<file path="config.mk">
export PLATFORM = sky130hd
export DESIGN_NAME = fp_issue_queue
export DESIGN_NICKNAME = d
export VERILOG_FILES = /design/src/rtl/fp_issue_queue_pkg.sv /design/src/rtl/fp_issue_fifo.sv /design/src/rtl/fp_issue_queue.sv
export SDC_FILE = /design/constraint.sdc
export NUM_CORES = 1
export LEC_CHECK = 0
export ABC_AREA = 1
export CAP_MARGIN = 20
export CORE_ASPECT_RATIO = 1.25
export CORE_UTILIZATION = 40
export DETAILED_ROUTE_END_ITERATION = 8
export SKIP_LAST_GASP = 1
export SLEW_MARGIN = 20
export SYNTH_ARGS = -nofsm -noshare
export SYNTH_HDL_FRONTEND = slang
export SYNTH_SLANG_ARGS = --single-unit
</file>
<file path="constraint.sdc">
create_clock -name clk -period 2.3 [get_ports clk]
set_input_delay 0.46 -clock clk [delete_from_list [all_inputs] [get_ports clk]]
set_output_delay 0.46 -clock clk [all_outputs]
set_load 0.005 [all_outputs]
</file>
<file path="src/rtl/fp_issue_queue_pkg.sv">
// Shared definitions for the FP-add issue queue: register address type,
// queue entry layout and issue FSM states.
package fp_issue_queue_pkg;
   typedef logic [4:0] RegAddr;
   typedef logic Signal;

   localparam Signal ENABLE  = 1'b1;
   localparam Signal DISABLE = 1'b0;

   typedef struct packed {
      RegAddr fs;
      RegAddr ft;
      RegAddr fd;
   } FpIssueEntry;

   typedef enum logic [1:0] {
      IDLE,
      ISSUE,
      ACK,
      BUSY
   } FpIssueState;
endpackage

</file>
<file path="src/rtl/fp_issue_fifo.sv">
// Count-based circular FIFO of decoded FP-add instructions.
// A push in a flush cycle is dropped; a full FIFO accepts a push when popping.
module fp_issue_fifo
   import fp_issue_queue_pkg::*;
#(
   parameter int DEPTH = 4
) (
   input  logic        clk,
   input  logic        rst,
   input  logic        push,
   input  logic        pop,
   input  logic        flush,
   input  FpIssueEntry din,
   output FpIssueEntry dout,
   output logic        full,
   output logic        empty
);
   localparam int PTR_W = $clog2(DEPTH);
   localparam int CW    = $clog2(DEPTH + 1);

   FpIssueEntry      mem [DEPTH];
   logic [PTR_W-1:0] rd_ptr;
   logic [PTR_W-1:0] wr_ptr;
   logic [CW-1:0]    count;
   logic             do_push;
   logic             do_pop;

   assign full    = (count == CW'(DEPTH));
   assign empty   = (count == '0);
   assign do_pop  = pop && !empty;
   assign do_push = push && !flush && (!full || do_pop);
   assign dout    = mem[rd_ptr];

   always_ff @(posedge clk or negedge rst) begin
      if (!rst) begin
         rd_ptr <= '0;
         wr_ptr <= '0;
         count  <= '0;
      end else if (flush) begin
         rd_ptr <= '0;
         wr_ptr <= '0;
         count  <= '0;
      end else begin
         if (do_push) wr_ptr <= wr_ptr + 1'b1;
         if (do_pop)  rd_ptr <= rd_ptr + 1'b1;
         case ({do_push, do_pop})
            2'b10:   count <= count + 1'b1;
            2'b01:   count <= count - 1'b1;
            default: count <= count;
         endcase
      end
   end

   // Storage is pure data and carries no reset.
   always_ff @(posedge clk) begin
      if (do_push) mem[wr_ptr] <= din;
   end
endmodule

</file>
<file path="src/rtl/fp_issue_queue.sv">
// Issues queued FP-add ops to the FPU wrapper one at a time, waiting for the
// wrapper's working flag to fall before the next issue so RAW on fd is safe.
module fp_issue_queue
   import fp_issue_queue_pkg::*;
#(
   parameter int DEPTH = 4,
   parameter int CNT_W = 16
) (
   input  logic             clk,
   input  logic             rst,
   input  logic             in_valid,
   input  logic [4:0]       in_fs,
   input  logic [4:0]       in_ft,
   input  logic [4:0]       in_fd,
   output logic             in_ready,
   input  logic             flush,
   input  logic             stall_in,
   input  logic             fpu_working,
   output logic             start,
   output logic [4:0]       fs_addr,
   output logic [4:0]       ft_addr,
   output logic [4:0]       fd_addr,
   output logic             busy,
   output logic             err,
   output logic [CNT_W-1:0] issue_cnt
);
   FpIssueState state;
   FpIssueEntry head;
   FpIssueEntry in_entry;
   logic        full;
   logic        empty;
   logic        pop;
   logic        push;
   logic        ack_wait;

   assign in_entry = '{fs: in_fs, ft: in_ft, fd: in_fd};
   assign pop      = (state == IDLE) && !empty && !fpu_working;
   assign in_ready = !full || pop;
   assign push     = in_valid && in_ready;
   assign start    = (state == ISSUE) && !stall_in;
   assign busy     = (state != IDLE) || !empty;

   fp_issue_fifo #(.DEPTH(DEPTH)) u_fifo (
      .clk   (clk),
      .rst   (rst),
      .push  (push),
      .pop   (pop),
      .flush (flush),
      .din   (in_entry),
      .dout  (head),
      .full  (full),
      .empty (empty)
   );

   // Addresses only change on IDLE->ISSUE: the FPU latches fd while idle.
   always_ff @(posedge clk or negedge rst) begin
      if (!rst) begin
         state     <= IDLE;
         ack_wait  <= DISABLE;
         err       <= DISABLE;
         issue_cnt <= '0;
         fs_addr   <= '0;
         ft_addr   <= '0;
         fd_addr   <= '0;
      end else begin
         case (state)
            IDLE: begin
               if (pop) begin
                  fs_addr <= head.fs;
                  ft_addr <= head.ft;
                  fd_addr <= head.fd;
                  state   <= ISSUE;
               end
            end
            ISSUE: begin
               if (!stall_in) begin
                  ack_wait  <= DISABLE;
                  issue_cnt <= issue_cnt + 1'b1;
                  state     <= ACK;
               end
            end
            ACK: begin
               if (fpu_working) begin
                  state <= BUSY;
               end else if (ack_wait) begin
                  err   <= ENABLE;
                  state <= IDLE;
               end else begin
                  ack_wait <= ENABLE;
               end
            end
            BUSY: begin
               if (!fpu_working) state <= IDLE;
            end
            default: state <= IDLE;
         endcase
      end
   end
endmodule

</file>
# Word level (Yosys, flattened, before mapping)
# Memory sizes are Yosys's and may differ from the RTL's. A register that Yosys moved wholly into a read port is not among the register bits.
# Cells that the tools add are included.
[word_totals]
reg_bits = 27
mem_bits_rw = 60
in_bits = 21
output_inout_bits = 35
word_cells = 71
mem_count = 1
[memory_table]
columns = ["memory", "words", "word_bits", "read_ports", "rd_clocked_by_memory_dff", "write_ports", "line_no", "source"]
rows = [
  ["u_fifo.mem", 4, 15, 1, 1, 1, "fp_issue_fifo.sv:21", "FpIssueEntry mem [DEPTH];"],
]
[op_classes]
add_sub_neg = 5
eq_ne = 11
mux = 17
bitwise_logic = 2
n_reduce_logical = 28
[ops]
columns = ["op", "count"]
rows = [
  ["2-bit two-way mux", 9],
  ["16-bit by 1-bit adder with 16-bit output (second input constant)", 1],
  ["2-bit inequality test (second input constant)", 4],
  ["2-bit case mux with 4 select lines", 1],
  ["2-bit nonzero test", 4],
  ["1-bit logical AND", 7],
  ["2-bit equality test (second input constant)", 3],
  ["1-bit logical NOT", 6],
  ["3-bit case mux with 2 select lines", 1],
  ["3-bit AND reduction", 2],
  ["2-bit by 1-bit adder with 2-bit output (second input constant)", 2],
  ["2-bit by 1-bit equality test with 1-bit output (second input constant)", 2],
  ["1-bit two-way mux", 4],
  ["2-bit AND reduction", 2],
  ["4-bit AND reduction", 1],
  ["3-bit by 1-bit adder with 3-bit output (second input constant)", 1],
  ["3-bit equality test (second input constant)", 1],
  ["3-bit logical NOT", 1],
  ["1-bit logical OR", 3],
  ["3-bit two-way mux", 1],
  ["3-bit inequality test (second input constant)", 1],
  ["3-bit nonzero test", 1],
  ["3-bit by 1-bit subtractor with 3-bit output (second input constant)", 1],
  ["2-bit logical NOT", 1],
  ["other kinds (2)", 3],
]

# Logic depth before layout (Yosys ltp)
[depth]
word_depth = 11
depth_mapped = 12
mapped_depth_nobuf = 12

# By module
# A second synthesis with hierarchy kept.
[unflattened]
cells_unflattened = 407
area_unflattened_um2 = 4391.7
[by_module_without_submodules]
columns = ["module", "n_inst", "cells_each", "area_per_inst_um2", "seq_area_each_um2"]
rows = [
  ["fp_issue_fifo", 1, 210, 2742.6, 1976.9],
  ["fp_issue_queue", 1, 197, 1649.1, 875.8],
]

# Worst setup path after synthesis
# OpenSTA, ideal clock, no wires.
[synth_path]
path_type = "register to register"
start = "register state[1]"
end = "memory u_fifo.mem[0][0] in the netlist's numbering (enable)"
setup_ps = 387
arrival_time_ps = 1648
required_ps = 1913
setup_slack_ps = 265
stages_incl_launch_ff = 8
n_path_buf = 0
period_less_slack_ps = 2035
cell_sequence = "dfrtp_1 > inv_2 > nand2_4 > nor2_8 > nand2_8 > nand2_2 > nand3_2 > nor2_1"
[synth_between]
elab_chain_cells = 9
elab_cells_between_ends = 11
cone_classes = "mux: 2; reduce/logical: 9"
[synth_rtl]
columns = ["element", "line_no", "source"]
rows = [
  ["start: declaration", "fp_issue_queue.sv:27", "FpIssueState state;"],
  ["start signal: assignment", "fp_issue_queue.sv:58", "state <= IDLE;"],
  ["start signal: assignment", "fp_issue_queue.sv:72", "state <= ISSUE;"],
  ["start signal: assignment", "fp_issue_queue.sv:79", "state <= ACK;"],
  ["2-bit logical NOT", "fp_issue_queue.sv:37", "assign pop = (state == IDLE) && !empty && !fpu_working;"],
  ["1-bit logical AND (2 in a row)", "fp_issue_queue.sv:37", ""],
  ["1-bit logical OR", "fp_issue_queue.sv:38", "assign in_ready = !full || pop;"],
  ["named net in_ready", "fp_issue_queue.sv:15", "output logic in_ready,"],
  ["1-bit logical AND", "fp_issue_queue.sv:39", "assign push = in_valid && in_ready;"],
  ["1-bit logical AND (2 in a row)", "fp_issue_fifo.sv:31", "assign do_push = push && !flush && (!full || do_pop);"],
  ["1-bit two-way mux", "fp_issue_fifo.sv:56", "if (do_push) mem[wr_ptr] <= din;"],
  ["1-bit two-way mux (implied by the code)", "fp_issue_fifo.sv:56", ""],
  ["end: declaration", "fp_issue_fifo.sv:21", ""],
]
# The timed path passes the listed nets, and every way through them passes these cells.

# Worst setup path after layout
[layout_path]
start = "register u_fifo.count[1]"
end = "output port busy"
[layout_between]
elab_chain_cells = 3
[layout_rtl]
columns = ["element", "line_no", "source"]
rows = [
  ["start: declaration", "fp_issue_fifo.sv:24", "logic [CW-1:0] count;"],
  ["start signal: assignment", "fp_issue_fifo.sv:47", "2'b10: count <= count + 1'b1;"],
  ["start signal: assignment", "fp_issue_fifo.sv:48", "2'b01: count <= count - 1'b1;"],
  ["start signal: assignment", "fp_issue_fifo.sv:49", "default: count <= count;"],
  ["3-bit logical NOT", "fp_issue_fifo.sv:29", "assign empty = (count == '0);"],
  ["1-bit logical NOT", "fp_issue_queue.sv:41", "assign busy = (state != IDLE) || !empty;"],
  ["1-bit logical OR", "fp_issue_queue.sv:41", ""],
  ["end: declaration", "fp_issue_queue.sv:23", "output logic busy,"],
]
# Every way passes these cells.

==> summary.txt <==
Floorplan
  – Die height: 119.6 um
  – # IOs: 56
  – Starting Density: 0.4145
  – Die area: 11480 sq um
  – # rows: 42
  – Area of the core: 10670 sq um
  – Die W: 96.04 um

Global routing
  – Global-route wire length before repair: 14.71 mm
  – Vias in the first global route: 3055
  – Initial antenna violation count: 0
  – Total gr overflow: 0
  – Total GRT Usage: 0.1703
  – Largest net degree at the start of global routing: 43

Hold path
  – Worst Hold Class: input pin to async pin

Route
  – Routed len/inst: 14.03 um
  – DR iter-0 viols: 180
  – Final WL: 8.642 mm
  – Post-route ant nets: 0
  – DRC Markers: 0
  – First-pass DRT Iterations: 4
  – Vias/cell: 4.851
  – Via count: 2988

STA
  – Setup violations, final: 0
  – Maximum clock frequency: 451.9 MHz
  – Fin crit period: 2.213 ns
  – Least-Margin Pin Slew: 0.5793 ns
  – Final Cycle Share: 0.9620
  – RSZ-0062 raised after global routing: true
  – Final Hold Fails: 0
  – Fin Clk Skew: 0.007855 ns
  – TNS Setup: 0 ns
  – Max-slew violation count: 0
  – Rel. slew slack: 0.6138

Power and ir drop
  – Pwr Density: 1020 nW/um^2
  – Pwr Total: 5.671 mW
  – Leakage: 2.241 nW
  – Worst VDD drop: 0.5888 mV

Setup path
  – Top Family by Delay on Critical Path: simple AND/OR/NAND/NOR gates
  – Startpoint Class: flip-flop
  – CP max FO: 4
  – Crit path cell chain: nor2_2 > nand2_2 > nor2_1 > nand2_1 > clkdlybuf4s50_1
  – Crit Path Category: flip-flop to primary output
  – CP endpoint kind: primary output
  – Worst Path Required: 1.84 ns
  – Slowest cell delay on critical path: 0.44 ns
  – Slowest-stage cell, CP: clkdlybuf4s50_1
  – CP Buf/Inv Count: 1
  – CP arrival: 1.75 ns

CTS
  – Worst-Skew Late Latency: 0.34 ns
  – CTS-repair resized insts: 0
  – TritonCTS clock tree: yes
  – Clock sink total: 102
  – Clock buffer depth: 2
  – Clock transition at path regs: 0.07 ns
  – Cts hold-fix bufs: 0
  – Clock buffer count from CTS: 9
  – Max H-tree Level: 3
  – Clock root buffer: clkbuf_16
  – Postcts setup bufs: 0

Finish
  – Final core occ: 0.5213
  – Final nets: 506
  – Share of cells above drive strength 1: 0.1178
  – Diodes inserted: 0
  – Area delta synth->final: 25.78%

Synth
  – #FFs+latches synth: 102
  – Sequential share of the synthesized area: 0.6452
  – Cell Area, Synth: 4422 sq um
  – Most frequent cell after synthesis: nor2_1
  – Yosys warns: 0
  – Commonest cells in the netlist: nor2_1, edfxtp_1, nand2_1
  – Yosys top cell by area: edfxtp_1
  – Post-synth EDFFs: 60
  – Syn Area/Cell: 10.84 sq um
  – Top FF cell, synth: edfxtp_1
  – Net Count, Synth: 435
  – Synth top area cells: edfxtp_1, dfrtp_1, nor2_1
  – Post-Synthesis Cells: 408
  – Count of cell types in the netlist: 36
  – Fraction of registers with async set/reset: 0.4118
  – Post-synth top area share: 0.4075

Place
  – Gpl congestion: 0.8173
  – Count of input and output buffers: 55
  – DP HPWL: 5.929 mm

Status
  – Status: completed

Job
  – Reported max-cap violation count: 0
## worst paths after layout
path	start	to	slack, ns	cells past startpoint
max in group asynchronous	rst	ft_addr[3]	1.70	2
min	rst	state[1]	0.20	2
max	u_fifo.count[1]	busy	0.09	5
max reg2reg	u_fifo.count[1]	u_fifo.count[2]	0.47	11
min reg2reg	err	err	0.48	1
min in group clk	err	err	0.48	1
## layer usage
layer  wire, um  vias up  track usage
met5          0        -            0
met3        226       10      0.02535
li1           -     1517            -
met4        150        0      0.06996
met2       4443       48       0.2930
met1       3821     1413       0.2103
## flip-flops by register name, summed over array words and instances (netlist names)
register and cells:
u_fifo.mem 60, issue_cnt 16, fd_addr 5, fs_addr 5
ft_addr 5, u_fifo.count 3, state 2, u_fifo.rd_ptr 2
u_fifo.wr_ptr 2, ack_wait 1, err 1
## report_power, final
part	switching, mW	internal (mW)
Clock	0.647	0.990
Combinational	0.785	0.766
Sequential	0.233	2.25
Total	1.66	4.01
## worst register-to-register path: cells and delay by family, from the launching register on
| kind | cells | cell delay (ns) |
|---|---|---|
| xor+xnor | 1 | 0.19 |
| compound gates | 1 | 0.04 |
| buf+inv | 1 | 0.06 |
| flops | 1 | 0.42 |
| simple gates | 7 | 0.65 |
| fa+ha+maj | 1 | 0.37 |
## cell families after synthesis
logic type	count (synthesis)	share of synthesized area
AND/OR/NAND/NOR	177	0.1831
adder cells (fa/ha/maj)	6	0.01868
buffers and inverters	45	0.04358
AO/OA/AOI/OAI	63	0.07980
flip-flops	102	0.6452
XOR/XNOR	15	0.02971
## final cells by class
type                            instances  area, sq um
Multi-Input combinational cell        261         1379
Tap cell                              132        165.2
Inverter                               32        120.1
Clock buffer                           12        246.5
Clock inverter                          4        77.57
Fill cell                             947         5106
Timing Repair Buffer                   73        720.7
Sequential cell                       102         2853
## placed cells by master, fill, tap and decap left out, types with 3 or more instances in the layout
cell type,count
nor2_1,97
edfxtp_1,60
clkdlybuf4s50_1,53
nand2_1,45
dfrtp_1,42
o21ai_0,36
inv_1,27
a31oi_1,15
buf_4,15
nand3_1,14
xor2_1,9
clkbuf_16,9
xnor2_1,6
inv_2,5
ha_1,5
nand2_2,4
o21ai_1,4
a21oi_1,3
buf_12,3
## stage by stage
stage / instances / hold slack (ns) / instance area (sq um) / worst slack [ns]
floorplan: 408 / 0.1644 / 4422 / 0.2651
detailed placement: 600 / 0.4646 / 5233 / 0.01328
global route: 616 / 0.2657 / 5562 / -0.04068
global placement: 600 / 0.4659 / 5233 / 0.005717
finish: 616 / 0.1991 / 5562 / 0.08730
CTS: 616 / 0.2297 / 5557 / 0.001301
Power figures use the tool's default switching activity.
